==> config.mk <==
export PLATFORM = sky130hd
export DESIGN_NAME = multdiv_unit
export DESIGN_NICKNAME = d
export VERILOG_FILES = /design/src/rtl/multdiv_unit.sv
export SDC_FILE = /design/constraint.sdc
export NUM_CORES = 1
export LEC_CHECK = 0
export BUFFER_PORTS_ARGS = -buffer_cell sky130_fd_sc_hd__buf_2
export CAP_MARGIN = 10
export CORE_UTILIZATION = 60
export CTS_CLUSTER_SIZE = 40
export DETAILED_ROUTE_END_ITERATION = 8
export GPL_ROUTABILITY_DRIVEN = 0
export GPL_TIMING_DRIVEN = 0
export PLACE_DENSITY = 0.81
export SETUP_SLACK_MARGIN = 0.02
export SYNTH_ARGS = -nofsm -noshare
export SYNTH_HDL_FRONTEND = slang
export SYNTH_SLANG_ARGS = --single-unit
==> constraint.sdc <==
create_clock -name clock -period 8.8 [get_ports clock]
set_input_delay 0.44 -clock clock [delete_from_list [all_inputs] [get_ports clock]]
set_output_delay 0.44 -clock clock [all_outputs]
set_load 0.02 [all_outputs]
==> src/rtl/multdiv_unit.sv <==
`default_nettype none
// ============================================================================
//  Module   : multdiv_unit
//  Brief    : Iterative signed multiply / divide unit. Multiply is one
//             shift-add step per cycle on operand magnitudes. Divide is one
//             restoring step per cycle on operand magnitudes. Sign
//             correction and exception detection happen on the final step
//             edge.
//  Revision : 1.0 - initial release
// ============================================================================
module multdiv_unit #(
    parameter int WIDTH = 32
) (
    input  logic             clock,
    input  logic             reset,
    input  logic             ctrl_MULT,
    input  logic             ctrl_DIV,
    input  logic [WIDTH-1:0] data_operandA,
    input  logic [WIDTH-1:0] data_operandB,
    output logic [WIDTH-1:0] data_result,
    output logic             data_exception,
    output logic             data_resultRDY
);

    localparam int             c_CW   = $clog2(WIDTH + 1);
    localparam logic [c_CW-1:0] c_LAST = c_CW'(WIDTH - 1);

    typedef enum logic [1:0] {
        IDLE = 2'd0,
        MULT = 2'd1,
        DIV  = 2'd2,
        DONE = 2'd3
    } state_t;

    state_t r_state;
    state_t w_state_next;

    // Shared working register.
    // Multiply: {partial product high half, remaining multiplier bits}.
    // Divide:   {partial remainder, dividend bits shifting into quotient}.
    logic [2*WIDTH-1:0] r_acc;
    logic [WIDTH-1:0]   r_opb;     // multiplicand or divisor magnitude
    logic               r_neg;     // result must be negated
    logic               r_divz;    // divisor was zero
    logic [c_CW-1:0]    r_cnt;
    logic [WIDTH-1:0]   r_result;
    logic               r_exc;

    logic               w_start;
    logic               w_last;
    logic [WIDTH-1:0]   w_mag_a;
    logic [WIDTH-1:0]   w_mag_b;

    logic [WIDTH:0]     w_mul_sum;
    logic [2*WIDTH-1:0] w_mul_next;
    logic [2*WIDTH-1:0] w_prod;
    logic [WIDTH:0]     w_prod_hi;
    logic               w_mul_exc;

    logic [WIDTH:0]     w_div_shift;
    logic [WIDTH:0]     w_div_sub;
    logic [2*WIDTH-1:0] w_div_next;
    logic [WIDTH-1:0]   w_quot_mag;
    logic [WIDTH-1:0]   w_quot;
    logic [WIDTH-1:0]   w_div_res;
    logic               w_div_exc;

    // A start pulse in any state restarts the unit; multiply wins a tie.
    assign w_start = ctrl_MULT | ctrl_DIV;
    assign w_last  = (r_cnt == c_LAST);

    // Magnitudes; the most-negative value maps to 2^(WIDTH-1) unsigned.
    assign w_mag_a = data_operandA[WIDTH-1] ? -data_operandA : data_operandA;
    assign w_mag_b = data_operandB[WIDTH-1] ? -data_operandB : data_operandB;

    // Shift-add step: conditionally add multiplicand to the high half,
    // then shift the whole accumulator right, carry included.
    assign w_mul_sum  = {1'b0, r_acc[2*WIDTH-1:WIDTH]}
                      + (r_acc[0] ? {1'b0, r_opb} : {(WIDTH+1){1'b0}});
    assign w_mul_next = {w_mul_sum, r_acc[WIDTH-1:1]};
    assign w_prod     = r_neg ? -w_mul_next : w_mul_next;
    assign w_prod_hi  = w_prod[2*WIDTH-1:WIDTH-1];
    // Product fits only if the upper WIDTH+1 bits are a pure sign extension.
    assign w_mul_exc  = ~((&w_prod_hi) | ~(|w_prod_hi));

    // Restoring step: shift next dividend bit into the remainder, subtract
    // divisor, keep the difference when no borrow occurred.
    assign w_div_shift = {r_acc[2*WIDTH-1:WIDTH], r_acc[WIDTH-1]};
    assign w_div_sub   = w_div_shift - {1'b0, r_opb};
    assign w_div_next  = w_div_sub[WIDTH]
                       ? {w_div_shift[WIDTH-1:0], r_acc[WIDTH-2:0], 1'b0}
                       : {w_div_sub[WIDTH-1:0],   r_acc[WIDTH-2:0], 1'b1};
    assign w_quot_mag  = w_div_next[WIDTH-1:0];
    assign w_quot      = r_neg ? -w_quot_mag : w_quot_mag;
    // A positive quotient with the top bit set only arises from MIN / -1.
    assign w_div_exc   = r_divz | (~r_neg & w_quot_mag[WIDTH-1]);
    assign w_div_res   = r_divz ? {WIDTH{1'b0}} : w_quot;

    // State register.
    always_ff @(posedge clock) begin
        if (reset) begin
            r_state <= IDLE;
        end else begin
            r_state <= w_state_next;
        end
    end

    // Next-state logic: start pulses override everything, steps run to DONE.
    always_comb begin
        w_state_next = r_state;
        if (w_start) begin
            w_state_next = ctrl_MULT ? MULT : DIV;
        end else begin
            case (r_state)
                MULT:    if (w_last) w_state_next = DONE;
                DIV:     if (w_last) w_state_next = DONE;
                DONE:    w_state_next = IDLE;
                default: w_state_next = IDLE;
            endcase
        end
    end

    // Datapath: latch operands on start, iterate, publish on the last step.
    always_ff @(posedge clock) begin
        if (reset) begin
            r_acc    <= '0;
            r_opb    <= '0;
            r_neg    <= 1'b0;
            r_divz   <= 1'b0;
            r_cnt    <= '0;
            r_result <= '0;
            r_exc    <= 1'b0;
        end else if (w_start) begin
            r_cnt  <= '0;
            r_neg  <= data_operandA[WIDTH-1] ^ data_operandB[WIDTH-1];
            r_divz <= (data_operandB == '0);
            if (ctrl_MULT) begin
                r_acc <= {{WIDTH{1'b0}}, w_mag_b};
                r_opb <= w_mag_a;
            end else begin
                r_acc <= {{WIDTH{1'b0}}, w_mag_a};
                r_opb <= w_mag_b;
            end
        end else if (r_state == MULT) begin
            r_acc <= w_mul_next;
            r_cnt <= r_cnt + c_CW'(1);
            if (w_last) begin
                r_result <= w_prod[WIDTH-1:0];
                r_exc    <= w_mul_exc;
            end
        end else if (r_state == DIV) begin
            r_acc <= w_div_next;
            r_cnt <= r_cnt + c_CW'(1);
            if (w_last) begin
                r_result <= w_div_res;
                r_exc    <= w_div_exc;
            end
        end
    end

    assign data_result    = r_result;
    assign data_exception = r_exc;
    assign data_resultRDY = (r_state == DONE);

endmodule
`default_nettype wire
# Yosys cells after proc, flatten, opt, wreduce, memory -nomap -nowiden
# Cells that the tools add are included.
[word_totals] regBits=139 in_bits=68 out_inout_bits=34 word_cells=65
[classes] n_addsub=7 eq_ne=7 mux=26 n_bitwise=9 n_reduce_logical=8
[ops] operator="$mux 32" count=11
[ops] operator="$mux 64" count=5
[ops] operator="$neg 32->32" count=3
[ops] operator="$neg 64->64" count=1
[ops] operator="$add 32x32->33" count=1
[ops] operator="$reduce_and 33->1" count=1
[ops] operator="$reduce_or 33->1" count=1
[ops] operator="$sub 33x32->33" count=1
[ops] operator="$logic_not 32->1" count=1
[ops] operator="$mux 6" count=2
[ops] operator="$mux 2" count=4
[ops] operator="$add 6x1->6 const B" count=1
[ops] operator="$eq 6x5->1 const B" count=1
[ops] operator="$eq 2x2->1 const B" count=2
[ops] operator="$mux 1" count=4
[ops] operator="$ne 2x2->1 const B" count=2
[ops] operator="$not 1->1" count=4
[ops] operator="$reduce_and 4->1" count=1
[ops] operator="$reduce_or 2->1" count=2
[ops] operator="$ne 3x1->1 const B" count=1
[ops] operator="$or 1x1->1" count=3
[ops] operator="$reduce_bool 3->1" count=1
[ops] operator="$eq 2x1->1 const B" count=1
[ops] operator="$reduce_bool 2->1" count=1
[ops] operator="2 further kinds" count=2

# Depth between registers and ports, before layout
[logic_depth] ltp_word=10 depth_mapped=22 mapped_depth_nobuf=21

# Worst setup path after synthesis
# Ideal clock, no wire load.
[synth_timing] kind="register -> register" start="reg r_acc[0]" end="reg r_exc, in the netlist data_exception" setup_time_ns=0.115 t_arrival_ns=5.185 t_required_ns=8.685 slack_ns=3.499 stages_incl_launch_ff=19 n_path_buf=3 period_less_slack_ns=5.301 cell_sequence="dfxtp_1 > clkbuf_1 > clkinv_1 > nor2_1 > fa_1 > or3_2 > or4_4 > or4_1 > buf_2 > or3_4 > or4_1 > buf_2 > nor3_4 > nand4b_1 > mux2_2 > o32a_1 > a2111oi_2 > nand4_1 > and3_1"
[synth_via] elab_chain_len=10 elab_cells_between_ends=11 classes_between="add/sub: 2; mux: 4; bitwise: 3; reduce/logical: 2"
[synth_lines] item="start, declared" line_no="41" text="logic [2*WIDTH-1:0] r_acc;"
[synth_lines] item="start signal, assigned" line_no="138" text="r_acc <= {{WIDTH{1'b0}}, w_mag_b};"
[synth_lines] item="start signal, assigned" line_no="141" text="r_acc <= {{WIDTH{1'b0}}, w_mag_a};"
[synth_lines] item="start signal, assigned" line_no="145" text="r_acc <= w_mul_next;"
[synth_lines] item="$mux 32 *" line_no="79" text="+ (r_acc[0] ? {1'b0, r_opb} : {(WIDTH+1){1'b0}});"
[synth_lines] item="$add 32x32->33 *" line_no="79"
[synth_lines] item="$neg 64->64" line_no="81" text="assign w_prod = r_neg ? -w_mul_next : w_mul_next;"
[synth_lines] item="$mux 64 *" line_no="81"
[synth_lines] item="$reduce_or 33->1" line_no="84" text="assign w_mul_exc = ~((&w_prod_hi) | ~(|w_prod_hi));"
[synth_lines] item="$not 1->1" line_no="84"
[synth_lines] item="$or 1x1->1 *" line_no="84"
[synth_lines] item="$not 1->1 *" line_no="84"
[synth_lines] item="$mux 1 *" line_no="147" text="if (w_last) begin"
[synth_lines] item="$mux 1 *" line_no="144" text="end else if (r_state == MULT) begin"
[synth_lines] item="end signal, assigned" line_no="149" text="r_exc <= w_mul_exc;"
[synth_lines] item="end signal, assigned" line_no="156" text="r_exc <= w_div_exc;"
[synth_lines] item="end, declared" line_no="47" text="logic r_exc;"
# Mark *: on every way between the ends. The rest lies on a longest branch, timed or not. The select of a mux whose other input is x is not followed.
# A chain may end at the register's enable or synchronous reset.

# Final worst setup path
[layout_timing] start="reg r_acc[31]" end="reg r_result[30], in the netlist data_result[30]"
[layout_via] elab_chain_len=8 elab_cells_between_ends=11 classes_between="add/sub: 3; mux: 8"
[layout_lines] item="$sub 33x32->33" line_no="89" text="assign w_div_sub = w_div_shift - {1'b0, r_opb};"
[layout_lines] item="$mux 64" line_no="91" text="? {w_div_shift[WIDTH-1:0], r_acc[WIDTH-2:0], 1'b0}"
[layout_lines] item="$neg 32->32" line_no="94" text="assign w_quot = r_neg ? -w_quot_mag : w_quot_mag;"
[layout_lines] item="$mux 32" line_no="94"
[layout_lines] item="$mux 32" line_no="97" text="assign w_div_res = r_divz ? {WIDTH{1'b0}} : w_quot;"
[layout_lines] item="$mux 32" line_no="154" text="if (w_last) begin"
[layout_lines] item="$mux 32" line_no="151" text="end else if (r_state == DIV) begin"
[layout_lines] item="$mux 32 *" line_no="144"
[layout_lines] item="end signal, assigned" line_no="148" text="r_result <= w_prod[WIDTH-1:0];"
[layout_lines] item="end signal, assigned" line_no="155" text="r_result <= w_div_res;"
[layout_lines] item="end, declared" line_no="46" text="logic [WIDTH-1:0] r_result;"
# Marked as above.

==> flow_metrics.env <==
export IMPL_outcome="finished, violations left"
export IMPL_violations="DRC"
export IMPL_synth_seq_cells=139
export IMPL_synth_edf_count=0
export IMPL_whs_path_depth=3
export IMPL_syn_area_per_cell_um2=7.20
export IMPL_pwr_share_seq=0.327
export IMPL_std_cell_rows=56
export IMPL_cts_sinks=139
export IMPL_synthMuxAreaShare=0.0314
export IMPL_final_net_count=2278
export IMPL_r2r_start="r_acc[31]"
export IMPL_ys_seq_area_frac=0.191
export IMPL_io_buffers=98
export IMPL_p_int_mw=1.30
export IMPL_min_period_over_period=0.815
export IMPL_cpMostUsedCell="inv_1"
export IMPL_synth_simple_area_share=0.250
export IMPL_synth_xor_area_share=0.110
export IMPL_syn_area_um2=14500
export IMPL_grt_max_degree=17
export IMPL_final_max_slew_viol_count=0
export IMPL_die_h_um=158
export IMPL_root_buffer="clkbuf_16"
export IMPL_numCtsBuffers=17
export IMPL_track_usage=0.442
export IMPL_start_kind="flop"
export IMPL_skew_ns=0.0146
export IMPL_grt_antenna_before_repair=1
export IMPL_die_area_um2=24900
export IMPL_r2r_slack_ns=1.63
export IMPL_dominantRegCellSynth="dfxtp_1"
export IMPL_cts_hold_buf=0
export IMPL_synth_top_family_by_area="compound AO/OA/AOI/OAI gates"
export IMPL_p_comb_frac=0.318
export IMPL_yosysTopAreaCell="dfxtp_1"
export IMPL_path_clk_slew_ns=0.06
export IMPL_synth_cell_types=89
export IMPL_cpMaxStageDelayCell="xnor2_1"
export IMPL_finalSetupViolations=0
export IMPL_arrival_ns=7.48
export IMPL_min_period_ns=7.17
export IMPL_ys_warn_count=0
export IMPL_nFillCells=2036
export IMPL_p_leak_nw=6.26
export IMPL_tritoncts="done"
export IMPL_synthAdderAreaFrac=0.0647
export IMPL_firstDrtPassIters=9
export IMPL_cp_max_fo=10
export IMPL_postRouteWirelength_um=55500
export IMPL_grt_pass1_vias=15610
export IMPL_area_growth_pct=10.1
export IMPL_critPathTopFamily="compound AO/OA/AOI/OAI gates"
export IMPL_crit_chain="inv_1, ha_1, inv_1, fa_1, a21o_1, a21o_1, a21oi_1, a21bo_2, a211oi_1, a41oi_1, o21ai_0, o21a_1, nor2_1, xnor2_1, inv_2, clkbuf_1, ha_1, inv_1, o21ai_0, xnor2_1, a221oi_1, nor3_1"
export IMPL_initial_utilization=0.616
export IMPL_synth_nets=2161
export IMPL_cp_num_buf_inv=5
export IMPL_htree_levels=4
export IMPL_ant_nets=0
export IMPL_grt_pass1_wl_um=84500
export IMPL_r2r_end="data_result[30]"
export IMPL_hpwl_um=42100
export IMPL_wl_per_cell_um=22.5
export IMPL_crit_path_max_incr_delay_ns=0.98
export IMPL_clk_insertion_delay_late_ns=0.46
export IMPL_boundaryPins=102
export IMPL_slew_headroom=0.0568
export IMPL_swShare=0.378
export IMPL_syn_inst=2019
export IMPL_cts_setup_buffers=0
export IMPL_clockPowerShare=0.355
export IMPL_drtIter0Drc=2616
export IMPL_critPathLaunch="r_acc[31]"
export IMPL_cts_resized=0
export IMPL_die_x_um=158
export IMPL_vias=17404
export IMPL_grt_overflow=0
export IMPL_antenna_cells=0
export IMPL_rr_worst_depth=22
export IMPL_power_switching_mw=0.787
export IMPL_drive_gt1_frac=0.0954
export IMPL_worstMarginPinSlew_ns=1.40
export IMPL_viasPerCell=7.05
export IMPL_crit_type="reg2reg"
export IMPL_min_to="r_opb[31]"
export IMPL_hold_viol=0
export IMPL_timing_setup_tns_ns=0
export IMPL_hold_class="in2reg"
export IMPL_synth_compound_area_share=0.282
export IMPL_yosysMostFrequentCell="nor2_1"
export IMPL_fmax_mhz=139
export IMPL_core_area_um2=23600
export IMPL_route_detailed_drc=19
export IMPL_synthArstFlopShare=0
export IMPL_end_kind="flop"
export IMPL_p_per_area_nw_per_um2=130
export IMPL_synth_area_top_cells="dfxtp_1 19%, xnor2_1 7.5%, nor2_1 7.4%, ha_1 6.2%, a21oi_1 4.5%"
export IMPL_required_ns=9.11
export IMPL_synth_top_area_share=0.191
export IMPL_clockBufferDepth=2
export IMPL_hp_start="data_operandA[30]"
export IMPL_synth_commonest_cells="286 x nor2_1, 166 x nand2_1, 139 x dfxtp_1"
export IMPL_holdWs_ns=0.365
export IMPL_max_vdd_ir_drop_v=0.0000960
export IMPL_rsz0062_at_grt="false"
export IMPL_cap_violations=0
power by group through the flow:
stage                     Combinational, mW  Sequential (mW)  Clock [mW]
final                                 0.662            0.682       0.739
after global routing                  0.698            0.683       0.754
after CTS                             0.625            0.679       0.727
after detailed placement              0.620            0.693           0
after global placement                0.607            0.692           0
after floorplan                       0.446            0.683           0
how the worst max path moves through the flow:
| stage | to | slack, ns | cells past startpoint |
|---|---|---|---|
| after floorplan | data_exception | 3.50 | 18 |
| after global placement | data_result[30] | 2.33 | 22 |
| after detailed placement | data_result[30] | 2.23 | 22 |
| after CTS | data_result[30] | 2.17 | 22 |
| after global routing | data_result[30] | 1.59 | 22 |
| final | data_result[30] | 1.63 | 22 |
final cells by class:
| cell class | count | area, um2 | area share |
|---|---|---|---|
| multi-input cells | 1668 | 10700 | 0.671 |
| flip-flops and latches | 139 | 2780 | 0.174 |
| plain buffers | 146 | 769 | 0.0481 |
| repair buffers | 98 | 490 | 0.0306 |
| clock buffers | 19 | 443 | 0.0277 |
| well taps | 319 | 399 | 0.0249 |
| inverters | 66 | 248 | 0.0155 |
| clock inverters | 13 | 134 | 0.00837 |
per-stage QoR:
| step | power [mW] | utilization | worst slack, ns | instances | area (um2) |
|---|---|---|---|---|---|
| after detailed placement | 1.31 | 0.653 | 2.23 | 2436 | 15400 |
| after floorplan | 1.13 | - | 3.50 | 2019 | 14500 |
| after global routing | 2.14 | 0.678 | 1.59 | 2468 | 16000 |
| after global placement | 1.30 | 0.653 | 2.33 | 2436 | 15400 |
| final | 2.08 | 0.678 | 1.63 | 2468 | 16000 |
| after CTS | 2.03 | 0.678 | 2.17 | 2468 | 16000 |
sequential cells by signal, indices dropped and copies added, names as in the netlist:
register	flops
data_exception	1
data_result	32
r_acc	64
r_cnt	6
r_divz	1
r_neg	1
r_opb	32
r_state	2
worst register-to-register path, stage by stage (launching register included):
cell and delay (ns):
dfxtp_1 0.43, inv_1 0.13, ha_1 0.24, inv_1 0.07
fa_1 0.20, a21o_1 0.12, a21o_1 0.14, a21oi_1 0.15
a21bo_2 0.26, a211oi_1 0.67, a41oi_1 0.37, o21ai_0 0.49
o21a_1 0.39, nor2_1 0.09, xnor2_1 0.98, inv_2 0.31
clkbuf_1 0.45, ha_1 0.43, inv_1 0.19, o21ai_0 0.14
xnor2_1 0.18, a221oi_1 0.53, nor3_1 0.08
cell usage in the layout, fill, tap and decap left out, types with 27 or more instances in the layout:
| cell | instances |
|---|---|
| a211oi_1 | 77 |
| a21oi_1 | 130 |
| a221oi_1 | 42 |
| buf_2 | 101 |
| clkbuf_1 | 101 |
| dfxtp_1 | 139 |
| ha_1 | 72 |
| inv_1 | 64 |
| mux2i_1 | 40 |
| nand2_1 | 166 |
| nand3_1 | 34 |
| nor2_1 | 286 |
| nor3_1 | 82 |
| o21a_1 | 27 |
| o21ai_0 | 125 |
| o31ai_1 | 38 |
| xnor2_1 | 125 |
| xor2_1 | 57 |
cell families after synthesis:
| group | Yosys count |
|---|---|
| AO/OA/AOI/OAI | 606 |
| multiplexers | 45 |
| flip-flops | 139 |
| buffers and inverters | 212 |
| adder cells (fa/ha/maj) | 74 |
| AND/OR/NAND/NOR | 761 |
| XOR/XNOR | 182 |
per-layer routing:
| metal | up-vias | routed length [um] | track usage |
|---|---|---|---|
| li1 | 7644 | - | - |
| met1 | 7926 | 20900 | 0.558 |
| met2 | 1483 | 22500 | 0.643 |
| met3 | 347 | 8050 | 0.149 |
| met4 | 4 | 3810 | 0.270 |
| met5 | - | 124 | 0.0290 |
Note: power is estimated with default switching activity, not from simulation.
